<file path="config.mk">
export PLATFORM = sky130hd
export DESIGN_NAME = seq_shifter
export DESIGN_NICKNAME = d
export VERILOG_FILES = /design/src/rtl/shifter_pkg.sv /design/src/rtl/seq_shifter_shift_step.sv /design/src/rtl/seq_shifter.sv
export SDC_FILE = /design/constraint.sdc
export NUM_CORES = 1
export LEC_CHECK = 0
export ABC_AREA = 0
export CAP_MARGIN = 0
export CORE_MARGIN = 4
export CORE_UTILIZATION = 30
export CTS_CLUSTER_DIAMETER = 30
export DETAILED_ROUTE_END_ITERATION = 10
export GPL_TIMING_DRIVEN = 0
export PLACE_DENSITY = 0.6
export SYNTH_ARGS = -nofsm -noshare
export SYNTH_HDL_FRONTEND = slang
export SYNTH_SLANG_ARGS = --single-unit
</file>
<file path="constraint.sdc">
create_clock -name clk -period 4.6 [get_ports clk]
set_clock_uncertainty 0.1 [all_clocks]
set_input_delay 0.46 -clock clk [delete_from_list [all_inputs] [get_ports clk]]
set_output_delay 0.46 -clock clk [all_outputs]
set_load 0.02 [all_outputs]
</file>
<file path="src/rtl/shifter_pkg.sv">
// ============================================================================
//  Module   : shifter_pkg
//  Brief    : Mode and FSM state encodings shared by the sequential shifter.
//             Optional feature macro used by this slice: SHIFTER_CARRY_EN.
//  Revision : 1.0  initial release
// ============================================================================
`default_nettype none

package shifter_pkg;

    localparam logic [1:0] SH_LOGICAL = 2'b00;
    localparam logic [1:0] SH_ARITH   = 2'b01;
    localparam logic [1:0] SH_ROTATE  = 2'b10;

    localparam logic [1:0] S_IDLE  = 2'd0;
    localparam logic [1:0] S_SHIFT = 2'd1;
    localparam logic [1:0] S_DONE  = 2'd2;

endpackage

`default_nettype wire

</file>
<file path="src/rtl/seq_shifter_shift_step.sv">
// ============================================================================
//  Module   : shift_step
//  Brief    : Combinational shift by 0..STEP bits in one direction/mode.
//             With SHIFTER_CARRY_EN it also returns the last bit shifted out.
//  Revision : 1.0  initial release
// ============================================================================
`default_nettype none

module shift_step
    import shifter_pkg::*;
#(
    parameter int WIDTH = 16,
    parameter int STEP  = 1,
    parameter int SW    = $clog2(STEP + 1)
) (
    input  logic [WIDTH-1:0] i_din,
    input  logic [SW-1:0]    i_s,
    input  logic             i_dir,
    input  logic [1:0]       i_mode,
    input  logic             i_fill,
    output logic [WIDTH-1:0] o_dout
`ifdef SHIFTER_CARRY_EN
    ,
    output logic             o_bit_out
`endif
);

    logic [WIDTH-1:0] w_val;
`ifdef SHIFTER_CARRY_EN
    logic             w_out;
`endif

    // i_dir = 1 shifts right; the reserved mode falls through to logical fill.
    always_comb begin
        w_val = i_din;
`ifdef SHIFTER_CARRY_EN
        w_out = 1'b0;
`endif
        for (int i = 0; i < STEP; i++) begin
            if (i < int'(i_s)) begin
`ifdef SHIFTER_CARRY_EN
                w_out = i_dir ? w_val[0] : w_val[WIDTH-1];
`endif
                if (i_dir) begin
                    w_val = {(i_mode == SH_ROTATE) ? w_val[0] :
                             (i_mode == SH_ARITH)  ? i_fill : 1'b0,
                             w_val[WIDTH-1:1]};
                end else begin
                    w_val = {w_val[WIDTH-2:0],
                             (i_mode == SH_ROTATE) ? w_val[WIDTH-1] : 1'b0};
                end
            end
        end
    end

    assign o_dout = w_val;
`ifdef SHIFTER_CARRY_EN
    assign o_bit_out = w_out;
`endif

endmodule

`default_nettype wire

</file>
<file path="src/rtl/seq_shifter.sv">
// ============================================================================
//  Module   : seq_shifter
//  Brief    : Multi-cycle signed-count shifter (logical/arith/rotate), STEP bits
//             per cycle, valid/ready on both sides. Macro: SHIFTER_CARRY_EN.
//  Revision : 1.0  initial release
// ============================================================================
`default_nettype none

module seq_shifter
    import shifter_pkg::*;
#(
    parameter int WIDTH = 16,
    parameter int AMT_W = $clog2(WIDTH) + 2,
    parameter int STEP  = 1
) (
    input  logic             clk,
    input  logic             reset,
    input  logic             in_valid,
    output logic             in_ready,
    input  logic [WIDTH-1:0] src,
    input  logic [AMT_W-1:0] amt,
    input  logic [1:0]       mode,
    output logic             out_valid,
    input  logic             out_ready,
    output logic [WIDTH-1:0] result,
    output logic             carry
);

    localparam int RW = $clog2(WIDTH + 1);
    localparam int SW = $clog2(STEP + 1);

    logic [1:0]       r_state;
    logic [1:0]       w_state_nxt;
    logic [WIDTH-1:0] r_data;
    logic [RW-1:0]    r_rem;
    logic             r_dir;
    logic [1:0]       r_mode;
    logic             r_fill;

    logic [AMT_W-1:0] w_mag;
    logic [RW-1:0]    w_rem0;
    logic             w_idle;
    logic             w_accept;
    logic             w_load;
    logic [RW-1:0]    w_cur_rem;
    logic [SW-1:0]    w_s;
    logic [RW-1:0]    w_rem_next;
    logic [WIDTH-1:0] w_step_data;

    // Two's-complement negate; the most-negative count maps to 2^(AMT_W-1).
    assign w_mag = amt[AMT_W-1] ? (~amt + AMT_W'(1)) : amt;

    always_comb begin
        w_rem0 = '0;
        if (mode == SH_ROTATE) begin
            w_rem0 = RW'(w_mag % AMT_W'(WIDTH));
        end else if (w_mag >= AMT_W'(WIDTH)) begin
            w_rem0 = RW'(WIDTH);
        end else begin
            w_rem0 = RW'(w_mag);
        end
    end

    assign w_idle     = (r_state == S_IDLE);
    assign w_accept   = in_valid & in_ready;
    assign w_load     = w_accept | (r_state == S_SHIFT);

    // The first step is taken on the accept edge itself, straight from the inputs.
    assign w_cur_rem  = w_idle ? w_rem0 : r_rem;
    assign w_s        = (w_cur_rem >= RW'(STEP)) ? SW'(STEP) : SW'(w_cur_rem);
    assign w_rem_next = w_cur_rem - RW'(w_s);

`ifdef SHIFTER_CARRY_EN
    logic w_step_out;
    logic r_carry;
`endif

    shift_step #(
        .WIDTH (WIDTH),
        .STEP  (STEP),
        .SW    (SW)
    ) u_step (
        .i_din     (w_idle ? src : r_data),
        .i_s       (w_s),
        .i_dir     (w_idle ? amt[AMT_W-1] : r_dir),
        .i_mode    (w_idle ? mode : r_mode),
        .i_fill    (w_idle ? src[WIDTH-1] : r_fill),
        .o_dout    (w_step_data)
`ifdef SHIFTER_CARRY_EN
        ,
        .o_bit_out (w_step_out)
`endif
    );

    always_ff @(posedge clk) begin
        if (reset) begin
            r_state <= S_IDLE;
        end else begin
            r_state <= w_state_nxt;
        end
    end

    always_comb begin
        w_state_nxt = r_state;
        case (r_state)
            S_IDLE: begin
                if (in_valid) begin
                    w_state_nxt = (w_rem_next == '0) ? S_DONE : S_SHIFT;
                end
            end
            S_SHIFT: begin
                if (w_rem_next == '0) begin
                    w_state_nxt = S_DONE;
                end
            end
            S_DONE: begin
                if (out_ready) begin
                    w_state_nxt = S_IDLE;
                end
            end
            default: w_state_nxt = S_IDLE;
        endcase
    end

    always_comb begin
        in_ready  = w_idle & ~reset;
        out_valid = (r_state == S_DONE);
    end

    always_ff @(posedge clk) begin
        if (reset) begin
            r_data <= '0;
            r_rem  <= '0;
            r_dir  <= 1'b0;
            r_mode <= SH_LOGICAL;
            r_fill <= 1'b0;
        end else begin
            if (w_load) begin
                r_data <= w_step_data;
                r_rem  <= w_rem_next;
            end
            if (w_accept) begin
                r_dir  <= amt[AMT_W-1];
                r_mode <= mode;
                r_fill <= src[WIDTH-1];
            end
        end
    end

    assign result = r_data;

`ifdef SHIFTER_CARRY_EN
    // A zero count takes no step, so the step's bit-out is 0 on that accept.
    always_ff @(posedge clk) begin
        if (reset) begin
            r_carry <= 1'b0;
        end else if (w_load) begin
            r_carry <= w_step_out;
        end
    end
    assign carry = r_carry;
`else
    assign carry = 1'b0;
`endif

endmodule

`default_nettype wire
</file>
## After elaboration in Yosys (flattened, before gate mapping)

Cells that the tools add are included.
W data, S select, Z words.

| storage, ports and cells | value |
|---|---|
| flip-flop bits (word level) | 27 |
| latch bits | 0 |
| bits in writable memories | 0 |
| bits in read-only memories | 0 |
| output and inout bits | 19 |
| word-level logic and storage cells | 46 |
| memories kept | 0 |

| operators by class | value |
|---|---|
| add/sub/neg operators | 2 |
| $mul | 0 |
| divide/modulo/power cells | 0 |
| magnitude comparators | 3 |
| eq/ne operators | 8 |
| shift operators | 0 |
| muxes and demuxes | 19 |
| bitwise operators | 5 |
| reductions and logical operators | 3 |

Operator list:

| operator | count |
|---|---|
| $mux W16 | 3 |
| $mux W5 | 3 |
| $mux W2 | 5 |
| $add A6 B1 Y6 const B | 1 |
| $eq A2 B2 Y1 const B | 3 |
| $ge A6 B5 Y1 const B | 1 |
| $mux W1 | 6 |
| $mux W6 | 1 |
| $not A6 Y6 | 1 |
| $pmux W2 S3 | 1 |
| $ge A5 B1 Y1 const B | 1 |
| $logic_not A5 Y1 | 1 |
| $sub A5 B1 Y5 | 1 |
| $eq A2 B1 Y1 const B | 2 |
| $ne A2 B1 Y1 const B | 2 |
| $reduce_and A3 Y1 | 1 |
| $and A1 B1 Y1 | 2 |
| $logic_not A2 Y1 | 1 |
| $ne A2 B2 Y1 const B | 1 |
| $lt A1 B1 Y1 const A | 1 |
| $not A1 Y1 | 1 |
| $or A1 B1 Y1 | 1 |

## Depth between registers and ports, before layout

Gate-level depths: netlist of the first run.

| depth | value |
|---|---|
| word-level depth | 14 |
| gate-level depth with buffers | 14 |
| mapped depth without buffers | 12 |

## By module

From an unflattened synthesis of the first run, not the netlist that was laid out.

| second synthesis, totals | value |
|---|---|
| cells, all modules | 308 |
| area, all modules | 2018.2 um2 |

By module, submodules not included:

| module | times used | cells each | area each (um2) | seq. area each (um2) |
|---|---|---|---|---|
| seq_shifter | 1 | 251 | 1639.1 | 540.5 |
| shift_step | 1 | 57 | 379.1 | 0.0 |

## Least setup slack after synthesis of the first run

OpenSTA, ideal clock, no wires.

| timing | value |
|---|---|
| path type | in2reg |
| start point | in amt[0] |
| end point | reg r_state[0] |
| setup time | 0.115 ns |
| arrival | 3.049 ns |
| required time | 4.385 ns |
| path slack | 1.336 ns |
| stages on the path | 13 |
| path buffers | 2 |
| cells stage by stage | inv_1 -> ha_1 -> or3b_4 -> a21o_1 -> o31a_1 -> buf_6 -> a221oi_4 -> buf_6 -> nor2_1 -> ha_1 -> a2111oi_0 -> a31oi_1 -> o21a_1 |

| on the way | value |
|---|---|
| longest elaborated chain between the ends | 14 |
| elaborated cells on any way between the ends | 16 |
| those cells by class | add/sub: 2; order compare: 2; eq/ne: 1; mux: 8; bitwise: 1; reduce/logical: 2 |

RTL lines:

| element | line | text |
|---|---|---|
| start: declaration | seq_shifter.sv:21 | `input logic [AMT_W-1:0] amt,` |
| $not A6 Y6 | seq_shifter.sv:51 | `assign w_mag = amt[AMT_W-1] ? (~amt + AMT_W'(1)) : amt;` |
| $add A6 B1 Y6 | seq_shifter.sv:51 |  |
| $mux W6 (*) | seq_shifter.sv:51 |  |
| $ge A6 B5 Y1 | seq_shifter.sv:57 | `end else if (w_mag >= AMT_W'(WIDTH)) begin` |
| $mux W5 | seq_shifter.sv:57 |  |
| $mux W5 (*) | seq_shifter.sv:55 | `if (mode == SH_ROTATE) begin` |
| $mux W5 (*) | seq_shifter.sv:69 | `assign w_cur_rem = w_idle ? w_rem0 : r_rem;` |
| $ge A5 B1 Y1 | seq_shifter.sv:70 | `assign w_s = (w_cur_rem >= RW'(STEP)) ? SW'(STEP) : SW'(w_cur_rem);` |
| $mux W1 | seq_shifter.sv:70 |  |
| $sub A5 B1 Y5 (*) | seq_shifter.sv:71 | `assign w_rem_next = w_cur_rem - RW'(w_s);` |
| $logic_not A5 Y1 (*) | seq_shifter.sv:108, seq_shifter.sv:112 |  |
| $mux W2 | seq_shifter.sv:108 | `w_state_nxt = (w_rem_next == '0) ? S_DONE : S_SHIFT;` |
| $mux W2 | seq_shifter.sv:107 | `if (in_valid) begin` |
| $pmux W2 S3 | seq_shifter.sv:105 | `case (r_state)` |
| end signal: assignment | seq_shifter.sv:99 | `r_state <= w_state_nxt;` |
| end: declaration | seq_shifter.sv:32 | `logic [1:0] r_state;` |

Every way passes the cells marked *; elsewhere a longest branch is shown, timed or not. The select of a mux whose other input is x is not followed.
A chain may end at the register's enable or synchronous reset.

## Worst setup path after layout of the first run

Ends and elaborated chain as after synthesis.

==> results.md, run 1 <==
* Status: finished clean
* R2r startpoint: r_state[0]
* Root buf cell: clkbuf_8
* Worst-path clk slew at 0.09 ns
* Htree depth at 1
* Die ar. at 8410 um^2
* Share of layout cells above drive strength 1 at 13.6%
* Worst Setup End Kind: flop
* Power Total at 0.919 mW
* P_leak at 1.03 nW
* Vias in the first global route at 1914
* Cells after DPL at 400
* Syn. warnings at 0
* Post-synth top flop: dfxtp_1
* Die Wd at 91.7 um
* Initial Util at 30.9%
* Placed inst area at 2650 um^2
* Pre-CTS setup slack at 0.470 ns
* Num Clock Sinks at 27
* Post-CTS Setup Bufs at 0
* Initial antenna violation count at 0
* Worst R2R End: r_state[0]
* Final setup viols at 0
* Final Max Tran Viols at 0
* Max Fclk at 0.255 GHz
* Fin crit share at 85.3%
* CTS Buf Count at 3
* Hold crit path type: flop to flop
* DR WL/cell at 14.1 um
* CTS tree: done
* Maximum VDD drop at 0.239 mV
* Setup crit start kind: input port
* DIE HEIGHT at 91.7 um
* Worst Slack Setup Final at 0.676 ns
* Multi-input gate area at 1430 um^2
* Rel. slew slack at 51.0%
* Final nets at 339
* Mean Syn Cell Area at 8.05 um^2
* Antenna diodes at 0
* Hold Path Sink: r_fill
* Post-DP HPWL at 4300 um
* Fin crit period at 3.92 ns
* Cells resized by post-CTS repair at 0
* Required @ worst endpoint at 4.68 ns
* Maxcap violations at 0
* Row count at 30
* Initial DRT Pass Iterations at 4
* Hold Path Stages at 2
* Fraction of registers with async set/reset at 0%
* Count leader, synth: nor2_1
* Synth Register Bits at 27
* Clock Latency Late Sink at 0.27 ns
* PwrDens at 341 nW/um^2
* Worst Max-Slew Pin Slew at 0.726 ns
* Cell variety after synth at 47
* Post-route ant nets at 0
* All-Layer GR Usage at 13.5%
* Endpoints failing hold at 0
* Synth Instances at 261
* CP arrival at 4.00 ns
* # IOs at 47
* Synth cell count leaders: 32 x nor2_1, 29 x nand2_1, 27 x dfxtp_1
* Finished Core Util at 39.7%
* Synth Net Count at 291
* Cells on worst reg2reg path at 10
* TNS Setup at 0 ns
* Core area at 6790 um^2
* RSZ-0062 raised after global routing: no
* Hold wc startpoint: r_fill
* First-pass GRT wire length at 9470 um
* Vias per cell at 5.07
* Largest net degree at the start of global routing at 15
* Remaining DRCs at 0
* Share of the synthesized area in the top cell type at 25.7%
* Port bufs at 43
* Hold buffer count at CTS at 0
* Biggest area consumer among synthesized cells: dfxtp_1
* Via count at 2049
* Storage cell area at 541 um^2
* Crit path launch: amt[0]
* CTS Buffer Depth at 2
* Final wirelength at 5690 um
* RePlAce Congestion at 0.795
* Setup slack, reg-to-reg at 1.44 ns
* Crit-path max FO at 10
* Final instance area at 2700 um^2
* WS Path Type: input port to flop
* Hold_ws at 0.375 ns
* Area Growth Syn to Fin at 28.4%
* Post-synth EDFFs at 0
* DRT iter0 DRCs at 123
* Seq/Total Area, Yosys at 25.7%
* Ranking of synthesized cells by area: dfxtp_1 26%, mux2_2 12%, mux2i_1 8.6%
* Post-Syn Area at 2100 um^2
* Non-Filler Instances at 404
* Grt ovf at 0
* Filler cells at 708
worst max-delay path, cell delays in order:
cell             delay (ns)
clkdlybuf4s50_1        0.53
inv_1                  0.10
ha_1                   0.22
or3b_4                 0.41
a21o_1                 0.20
o31a_1                 0.30
buf_6                  0.15
a221oi_4               0.33
buf_6                  0.20
nor2_1                 0.06
ha_1                   0.29
a2111oi_0              0.41
a31oi_1                0.14
o21a_1                 0.21
metal layers:
| layer | GRT usage, % | vias up | part of all wire (%) | routed length, um |
|---|---|---|---|---|
| met5 | 0 | - | 0 | 0 |
| met4 | 1.88 | 0 | 0.60 | 34 |
| met3 | 2.79 | 2 | 4.1 | 236 |
| met2 | 20.7 | 59 | 45 | 2590 |
| met1 | 19.9 | 949 | 50 | 2840 |
| li1 | - | 1039 | - | - |
layout make-up:
class                   instances  area share (%)
plain buffers                  19            4.13
clock buffers                   4            1.67
inverters                       4           0.557
multi-input cells             211            53.2
flip-flops and latches         27            20.0
well taps                      96            4.45
repair buffers                 43            16.0
where the power goes:
| part | total (mW) | internal, mW | switching, mW |
|---|---|---|---|
| sequential | 0.302 | 0.270 | 0.0322 |
| clock | 0.138 | 0.0621 | 0.0755 |
| combinational | 0.480 | 0.231 | 0.249 |
cell families after synthesis:
kind of cell / share of synthesized area (%)
multiplexers: 22.0
XOR/XNOR: 1.25
AND/OR/NAND/NOR: 21.0
flip-flops: 25.7
other: 0.179
buffers and inverters: 6.01
adder cells (fa/ha/maj): 1.19
AO/OA/AOI/OAI: 22.6
cells in the final DEF, fill, tap and decap left out, types with 4 or more instances in the layout:
master,instances
mux2i_1,18
nand3_1,7
a22oi_1,4
mux2_2,23
nor3_1,4
a21oi_1,15
o21ai_0,16
clkbuf_1,12
nor2_1,32
inv_1,4
dfxtp_1,27
clkdlybuf4s50_1,43
clkbuf_8,4
nand2_1,29
a211oi_1,13
sequential cells by signal, indices dropped and copies added, names as in the netlist:
signal / count
r_dir: 1
r_fill: 1
r_mode: 2
r_rem: 5
r_state: 2
result: 16
worst max path at each step:
stage / cells after the start / slack, ns / to
global route: 13 / 0.40 / r_state[1]
floorplan: 13 / 1.34 / r_state[0]
finish: 14 / 0.68 / r_state[0]
CTS: 14 / 0.74 / r_state[0]
global placement: 14 / 0.44 / r_state[0]
detailed placement: 14 / 0.47 / r_state[0]
Power figures use the tool's default switching activity.
==> run 2: changes to the inputs <==
--- a/config.mk
+++ b/config.mk
@@ -7,7 +7,6 @@
 export LEC_CHECK = 0
 export ABC_AREA = 0
 export CAP_MARGIN = 0
-export CORE_MARGIN = 4
 export CORE_UTILIZATION = 30
 export CTS_CLUSTER_DIAMETER = 30
 export DETAILED_ROUTE_END_ITERATION = 10
==> constraint.sdc (replaced) <==
create_clock -name clk -period 3.9 [get_ports clk]
set_clock_uncertainty 0.1 [all_clocks]
set_input_delay 0.39 -clock clk [delete_from_list [all_inputs] [get_ports clk]]
set_output_delay 0.39 -clock clk [all_outputs]
set_load 0.02 [all_outputs]
==> run 2 against run 1 <==
Clock power grew 17%. Die area shrank 13%. First-iteration DRC count grew 5.7%. Worst hold slack is essentially flat. Core utilization grew 0.24 points. Cell area grew 0.60%. Critical path type unchanged. Largest cell class unchanged. Highest routed layer unchanged.
==> results.md, run 2 (synthesis results as in run 1) <==
* Antenna diodes at 0 (unchanged)
* Largest net degree at the start of global routing at 16 (+1)
* DRT iter0 DRCs at 130 (+5.7%)
* Most common cell after layout, fill and taps aside: clkdlybuf4s50_1
* Crit-path slowest cell: clkdlybuf4s50_1
* CTS tree: done
* Initial DRT Pass Iterations at 5 (+1)
* Hold_ws at 0.374 ns (-0.000283 ns)
* Worst Max-Slew Pin Slew at 0.614 ns (-0.112 ns)
* Crit-path max FO at 10 (unchanged)
* Core area at 6790 um^2 (unchanged)
* WS Path Type: input port to flop
* PwrDens at 403 nW/um^2 (+18%)
* Initial Util at 30.9% (unchanged)
* Met3 wire len at 227 um (-3.8%)
* RePlAce Congestion at 0.823 (+3.5%)
* Rel. slew slack at 58.4% (+7.4 points)
* Maxcap violations at 0 (unchanged)
* Cells after DPL at 400 (unchanged)
* Post-CTS Setup Bufs at 0 (unchanged)
* Wire length on met1 at 2810 um (-0.88%)
* Cells on worst reg2reg path at 11 (+1)
* Hold Path Stages at 2 (unchanged)
* Post-DP HPWL at 4230 um (-1.5%)
* Final Max Tran Viols at 0 (unchanged)
* Maximum VDD drop at 0.153 mV (-36%)
* Endpoints failing hold at 0 (unchanged)
* Htree depth at 1 (unchanged)
* Worst Setup End Kind: flop
* Non-Filler Instances at 404 (unchanged)
* Final setup viols at 0 (unchanged)
* Vias in the first global route at 1890 (-1.3%)
* Setup crit start kind: input port
* Required @ worst endpoint at 3.97 ns (-0.71 ns)
* Via count at 2024 (-1.2%)
* Grt ovf at 0 (unchanged)
* Remaining DRCs at 0 (unchanged)
* Row count at 30 (unchanged)
* Finished Core Util at 39.9% (+0.24 points)
* CTS Buf Count at 3 (unchanged)
* Final wirelength at 5690 um (about the same)
* Max incr delay on CP at 0.47 ns (-0.06 ns)
* Num Clock Sinks at 27 (unchanged)
* P_leak at 1.04 nW (+1.4%)
* Share of layout cells above drive strength 1 at 14.6% (+0.97 points)
* CP arrival at 3.82 ns (-0.18 ns)
* Die Wd at 85.7 um (-6.5%)
* Most frequent cells in the layout: 42 x clkdlybuf4s50_1, 32 x nor2_1, 29 x nand2_1, 27 x dfxtp_1, 23 x mux2_2
* Area Growth Syn to Fin at 29.1%
* # IOs at 47 (unchanged)
* CTS Buffer Depth at 2 (unchanged)
* Hold crit path type: flop to flop
* Worst-path clk slew at 0.10 ns (about the same)
* Top Metal Used: met4
* Status: finished clean
* DR WL/cell at 14.1 um (about the same)
* Max Fclk at 0.267 GHz
* Clock Latency Late Sink at 0.28 ns (about the same)
* Final nets at 339 (unchanged)
* Vias per cell at 5.01 (-1.2%)
* Port bufs at 43 (unchanged)
* RSZ-0062 raised after global routing: no
* Max FFs per register at 16 (unchanged)
* DIE HEIGHT at 85.7 um (-6.5%)
* Root buf cell: clkbuf_8
* Post-route ant nets at 0 (unchanged)
* Fin crit period at 3.74 ns
* Worst-path cell chain: clkdlybuf4s50_1, inv_1, ha_1, or3b_4, a21o_1, o31a_1, buf_6, a221oi_4, buf_6, nor2_1, ha_1, and2_1, a21oi_1, a31oi_2, o21a_1
* First-pass GRT wire length at 9200 um (-2.8%)
* Die ar. at 7340 um^2 (-13%)
* All-Layer GR Usage at 15.5% (+2.0 points)
* Metal2 WL at 2610 um (+1.0%)
* Initial antenna violation count at 0 (unchanged)
* Setup slack, reg-to-reg at 0.83 ns (-0.61 ns)
* Fin crit share at 96.0%
-- run 2: routing by layer --
layer  GRT usage [%]  up-vias
li1                -     1039
met4            2.58        0
met5               0        -
met3            3.18        4
met2            25.7       46
met1            21.2      935
-- run 2: power by group --
group          internal [mW]  total [mW]  switching (mW)
clock                 0.0717       0.162          0.0907
sequential             0.318       0.355          0.0374
combinational          0.275       0.575           0.300
-- run 2: per-stage QoR --
step                setup TNS, ns  power, mW  instance area [um^2]  setup WS, ns
floorplan                       0      0.752                  2100         0.706
global placement           -0.437      0.921                  2650        -0.191
detailed placement         -0.640      0.925                  2650        -0.253
CTS                             0       1.10                  2700        0.0151
global route                    0       1.17                  2710      0.000433
finish                          0       1.09                  2710         0.155
-- run 2: final cells by class --
| class | count | area [um^2] |
|---|---|---|
| fill | 710 | 4080 |
| buffer | 19 | 111 |
| clock buffer | 3 | 41.3 |
| clock inverter | 1 | 5.00 |
| tap | 96 | 120 |
| inverter | 4 | 15.0 |
| timing repair buffer | 43 | 433 |
| multi-input combinational | 211 | 1450 |
| sequential | 27 | 541 |
-- run 2: path summary, 6_finish.rpt --
| path | from | to |
|---|---|---|
| max | amt[1] | r_state[0] |
| max reg2reg | r_state[0] | r_state[0] |
| min reg2reg | r_dir | r_dir |
| min | r_dir | r_dir |
-- run 2: worst max-delay path: cells and delay by family --
kind / cells / cell delay, ns
compound gates: 6 / 1.36
fa+ha+maj: 2 / 0.51
buf+inv: 4 / 0.90
simple gates: 3 / 0.66
-- run 2: what timing repair did --
action | CTS | global route
hold buffers | 0 | 0
gates resized for setup | 0 | 5
setup endpoints to repair | 0 | 3
==> run 3: changes to the inputs <==
--- a/config.mk
+++ b/config.mk
@@ -10,7 +10,6 @@
 export CORE_UTILIZATION = 30
 export CTS_CLUSTER_DIAMETER = 30
 export DETAILED_ROUTE_END_ITERATION = 10
-export GPL_TIMING_DRIVEN = 0
 export PLACE_DENSITY = 0.6
 export SYNTH_ARGS = -nofsm -noshare
 export SYNTH_HDL_FRONTEND = slang
==> run 3 against run 2 <==
Sequential power about the same. Critical path depth down 2. Core utilization down 0.68 points.
==> results.md, run 3 (synthesis results as in run 1) <==
* Clk network pwr share at 15.2% (+0.3 points)
* Hold wc startpoint: r_fill
* Die Wd at 85.7 um (unchanged)
* CP Depth at 13 (-2)
* DRT iter0 DRCs at 178 (+37%)
* Fin crit period at 3.42 ns (-0.327 ns)
* Final wirelength at 5300 um (-6.9%)
* CP arrival at 3.48 ns (-0.34 ns)
* Initial Util at 30.9% (unchanged)
* Max Fclk at 0.293 GHz (+9.6%)
* RePlAce Congestion at 0.864 (+5.0%)
* CTS Buffer Depth at 2 (unchanged)
* Cells resized by post-CTS repair at 0 (unchanged)
* CTS Buf Count at 3 (unchanged)
* Via count at 1997 (-1.3%)
* CP dominant cell by count: ha_1
* Post-route ant nets at 0 (unchanged)
* Post-DP HPWL at 3890 um (-8.1%)
* Num Clock Sinks at 27 (unchanged)
* Setup slack, reg-to-reg at 1.18 ns (+0.35 ns)
* Rel. slew slack at 59.8% (+1.4 points)
* Worst Max-Slew Pin Slew at 0.603 ns (-0.0116 ns)
* Hold Path Sink: r_fill
* Status: finished clean
* Initial DRT Pass Iterations at 4 (-1)
* WS Path Type: input port to flop
* Max incr delay on CP at 0.53 ns (+0.06 ns)
* Worst Setup End Kind: flop
* Internal power at 0.656 mW (-1.4%)
* # IOs at 47 (unchanged)
* Required @ worst endpoint at 3.96 ns (about the same)
* Final nets at 329 (-2.9%)
* Largest delay share family, worst path: compound AO/OA/AOI/OAI gates
* Combinational share of power at 51.4% (-1.2 points)
* Htree depth at 1 (unchanged)
* Sw Share at 38.3% (-0.82 points)
* DR WL/cell at 13.5 um (-4.5%)
* Crit-path slowest cell: o311ai_0
* Share of layout cells above drive strength 1 at 14.8% (+0.15 points)
* Port bufs at 45 (+4.7%)
* First-pass GRT wire length at 8820 um (-4.1%)
* PwrDens at 399 nW/um^2 (-1.1%)
* Post-CTS Setup Bufs at 0 (unchanged)
* Maximum VDD drop at 0.236 mV (+54%)
* RSZ-0062 raised after global routing: no
* Initial antenna violation count at 0 (unchanged)
* Vias in the first global route at 1904 (+0.74%)
* Core area at 6790 um^2 (unchanged)
* Non-Filler Instances at 394 (-2.5%)
* Antenna diodes at 0 (unchanged)
* Hold Path Stages at 2 (unchanged)
* CTS tree: done
* Final Max Tran Viols at 0 (unchanged)
* Cells after DPL at 390 (-2.5%)
* DIE HEIGHT at 85.7 um (unchanged)
* Flop pwr share at 33.5% (+1.0 points)
* Final setup viols at 0 (unchanged)
* Hold buffer count at CTS at 0 (unchanged)
* Grt ovf at 0 (unchanged)
* Fin crit share at 87.6% (-8.4 points)
* Most common cell after layout, fill and taps aside: clkdlybuf4s50_1
* CP bufs+invs at 2 (-2)
* TNS Setup at 0 ns (unchanged)
* Most frequent cells in the layout: 45 x clkdlybuf4s50_1, 30 x nor2_1, 29 x nand2_1, 27 x dfxtp_1, 23 x mux2_2
* Worst-path cell chain: clkdlybuf4s50_1, inv_1, ha_1, or3b_4, a21o_1, o311ai_0, nand2_1, nor2_1, ha_1, and2_1, a21oi_1, a31oi_1, o21ai_0
* Worst R2R End: r_state[0]
* Crit-path max FO at 8 (-2)
* Endpoints failing hold at 0 (unchanged)
* Root buf cell: clkbuf_8
* Maxcap violations at 0 (unchanged)
* Area Growth Syn to Fin at 26.9%
* R2r startpoint: r_rem[0]
* Max FFs per register at 16 (unchanged)
* Row count at 30 (unchanged)
* Die ar. at 7340 um^2 (unchanged)
* Hold crit path type: flop to flop
* Remaining DRCs at 0 (unchanged)
* Vias per cell at 5.07 (+1.2%)
* Largest net degree at the start of global routing at 27 (+11)
* Setup crit start kind: input port
* Clock Latency Late Sink at 0.27 ns (about the same)
* Sw power at 0.407 mW (-4.8%)
* Worst-path clk slew at 0.10 ns (about the same)
* Cells on worst reg2reg path at 8 (-3)
* P_leak at 1.01 nW (-2.9%)
* All-Layer GR Usage at 14.9% (-0.66 points)
-- run 3: cell count changes in the layout (fill, tap and decap cells not counted), moves of 2 or more --
cell	before	now
buf_2	3	0
nor2_1	32	30
clkbuf_1	11	1
buf_4	1	7
buf_6	3	0
clkdlybuf4s50_1	42	45
nor2_2	0	2
-- run 3: layout make-up --
type | instances | area [um^2]
fill | 700 | 4130
multi-input combinational | 211 | 1440
sequential | 27 | 541
timing repair buffer | 52 | 503
tap | 96 | 120
clock buffer | 4 | 45.0
inverter | 4 | 15.0
-- run 3: routing by layer --
metal | vias up | share of wire (%) | GRT usage, %
met3 | 2 | 4.7 | 3.08
met5 | - | 0 | 0
met2 | 43 | 47 | 25.4
met1 | 928 | 48 | 19.6
met4 | 0 | 0.32 | 2.58
li1 | 1024 | - | -
-- run 3: worst max path at each step --
stage,from,endpoint,slack (ns)
floorplan,amt[0],r_state[0],0.71
global placement,amt[1],r_state[1],0.27
detailed placement,amt[1],r_state[1],0.22
CTS,amt[1],r_state[1],0.51
global route,amt[1],r_state[1],0.1
finish,amt[1],r_state[1],0.48
-- run 3: worst min-delay path, cell delays in order, from the launching register on --
cell and delay (ns):
dfxtp_1 0.33, nand2_1 0.06, a21oi_1 0.05
-- run 3: power groups by stage --
stage | Sequential, mW | Combinational [mW] | Clock, mW
final | 0.356 | 0.546 | 0.161
after global routing | 0.362 | 0.599 | 0.181
after CTS | 0.356 | 0.550 | 0.169
after detailed placement | 0.361 | 0.547 | 0
after global placement | 0.362 | 0.541 | 0
after floorplan | 0.385 | 0.367 | 0
-- run 3: per-stage QoR --
| stage | hold WS [ns] | area (um^2) | total power [mW] | worst slack (ns) | utilization, % |
|---|---|---|---|---|---|
| finish | 0.377 | 2670 | 1.06 | 0.482 | 39.2 |
| global route | 0.389 | 2670 | 1.14 | 0.0955 | 39.2 |
| CTS | 0.376 | 2670 | 1.07 | 0.509 | 39.2 |
| detailed placement | 0.362 | 2620 | 0.908 | 0.218 | 38.6 |
| global placement | 0.354 | 2620 | 0.903 | 0.273 | 38.6 |
| floorplan | 0.336 | 2100 | 0.752 | 0.706 | - |
==> variant: new RTL, flow settings as in run 2 <==
Add a define of `SHIFTER_CARRY_EN`.
--- a/src/rtl/seq_shifter_shift_step.sv
+++ b/src/rtl/seq_shifter_shift_step.sv
@@ -7,2 +7,4 @@
 `default_nettype none
+
+`define SHIFTER_CARRY_EN
 
Check against the original RTL: not equivalent (a bounded check fails within 4 cycles, from zero or initial values and one cycle with reset high).
==> variant against run 2 <==
  * The run now ends with DRC left
  * Wire length down 2.9%
  * Maximum frequency grew 6.9%
  * Power fell by 3.7%
  * Worst setup slack gained 0.24 ns
  * Synthesized area decreased by 3.9%
  * Utilization is 1.1 points higher
  * Sequential cell count grew 1
  * Global-route usage up 0.66 points
  * Final area down 2.8%
  * Critical path type unchanged
  * Highest routed layer unchanged
==> variant: results (changes against run 2) <==
Status
  – Status: finished, violations left (was complete, no violations)
  – Failing checks: DRC

Finish
  – Fill count: 676 (was 710)
  – Share of cells above drive strength 1: 10.2% (was 14.6%)
  – Total Nets Final: 315 (was 339)

Global route
  – Total GRT Usage: 16.2% (was 15.5%)
  – Largest net degree at the start of global routing: 17 (was 16)
  – First-pass GRT wire length: 9.33 mm (was 9.20 mm)
  – Vias in the first global route: 1921 (was 1890)

Detailed routing
  – Residual DRC: 8 (was 0)
  – Routed vias/inst: 5.19 (was 5.01)
  – Average routed wire per standard cell: 15.3 µm (was 14.1 µm)
  – DR pass1 iterations: 7 (was 5)

Pwr
  – VDD IR max: 0.159 mV (was 0.153 mV)
  – Leakage: 0.00112 µW (was 0.00104 µW)

Hold path
  – Hold_sp: r_fill (was r_dir)
  – Worst hold endpoint: r_fill (was r_dir)

Yosys
  – Yosys cell types: 52 (was 47)
  – Area contributors post-synth: dfxtp_1, mux2i_1, nand2_1 (was dfxtp_1, mux2_2, mux2i_1)
  – Syn Nets: 265 (was 291)

Worst setup path
  – R2R Setup Slk: 1.04 ns (was 0.83 ns)
  – Worst reg2reg path startpoint: r_state[1] (was r_state[0])
  – R2r endpoint: r_state[1] (was r_state[0])
  – FF-to-FF path depth: 12 (was 11)

Place
  – Routability Congestion: 0.821 (was 0.823)
  – Buffers on Ports: 45 (was 43)
  – Final HPWL DP: 4.12 mm (was 4.23 mm)
## variant: stage by stage
step | area [µm²] | hold WS (ns) | utilization (%) | setup slack (ns)
floorplan | 2020 | 0.336 | - | 0.880
finish | 2640 | 0.366 | 41.1 | 0.397
detailed placement | 2570 | 0.355 | 40.0 | 0.140
global placement | 2570 | 0.346 | 40.0 | 0.120
CTS | 2640 | 0.370 | 41.1 | 0.419
global route | 2640 | 0.390 | 41.1 | 0.238
## variant: layout make-up
class	instances	area [µm²]	area share, %
tap	77	96.3	3.65
timing repair buffer	45	450	17.1
multi-input combinational	185	1330	50.4
sequential	28	561	21.3
clock buffer	3	41.3	1.57
clock inverter	1	30.0	1.14
buffer	16	106	4.03
inverter	6	22.5	0.854
## variant: power by group
part           internal (µW)  leakage [µW]  switching [µW]  total (µW)
Clock                    138     0.0000357            97.4         235
Sequential               325      0.000231            32.2         357
Combinational            212      0.000856             248         460
## variant: worst min-delay path, stage by stage (launching register included)
cell and delay [ns]:
dfxtp_1 0.33, nand2_1 0.05, a21oi_1 0.05
## variant: worst max-delay path by stage
stage            from  slack, ns         end  cells past startpoint
2_1_floorplan  amt[1]       0.88  r_state[1]                     14
3_3_place_gp   amt[0]       0.12    r_rem[4]                     15
3_5_place_dp   amt[1]       0.14  r_state[1]                     15
4_1_cts        amt[1]       0.42  r_state[1]                     15
5_1_grt        amt[1]       0.24  r_state[1]                     15
6_report       amt[1]       0.40  r_state[1]                     15
## variant: kinds of logic (layout without fill, tap and decap cells)
group / Yosys count / count (layout) / share of synthesized area, %
and+or+nand+nor: 81 / 81 / 20.6
AOI/OAI and AO/OA: 60 / 60 / 23.5
muxes: 37 / 37 / 18.3
DFF: 28 / 28 / 27.8
buffers and inverters: 22 / 71 / 6.38
xor gates and xnor gates: 5 / 5 / 2.17
adders and majority gates: 2 / 2 / 1.24
## variant: metal layers
metal	GRT usage, %	vias up	wire [µm]
met4	3.29	0	44
li1	-	951	-
met2	25.3	51	2400
met1	23.2	868	2790
met5	0	-	0
met3	2.87	5	297
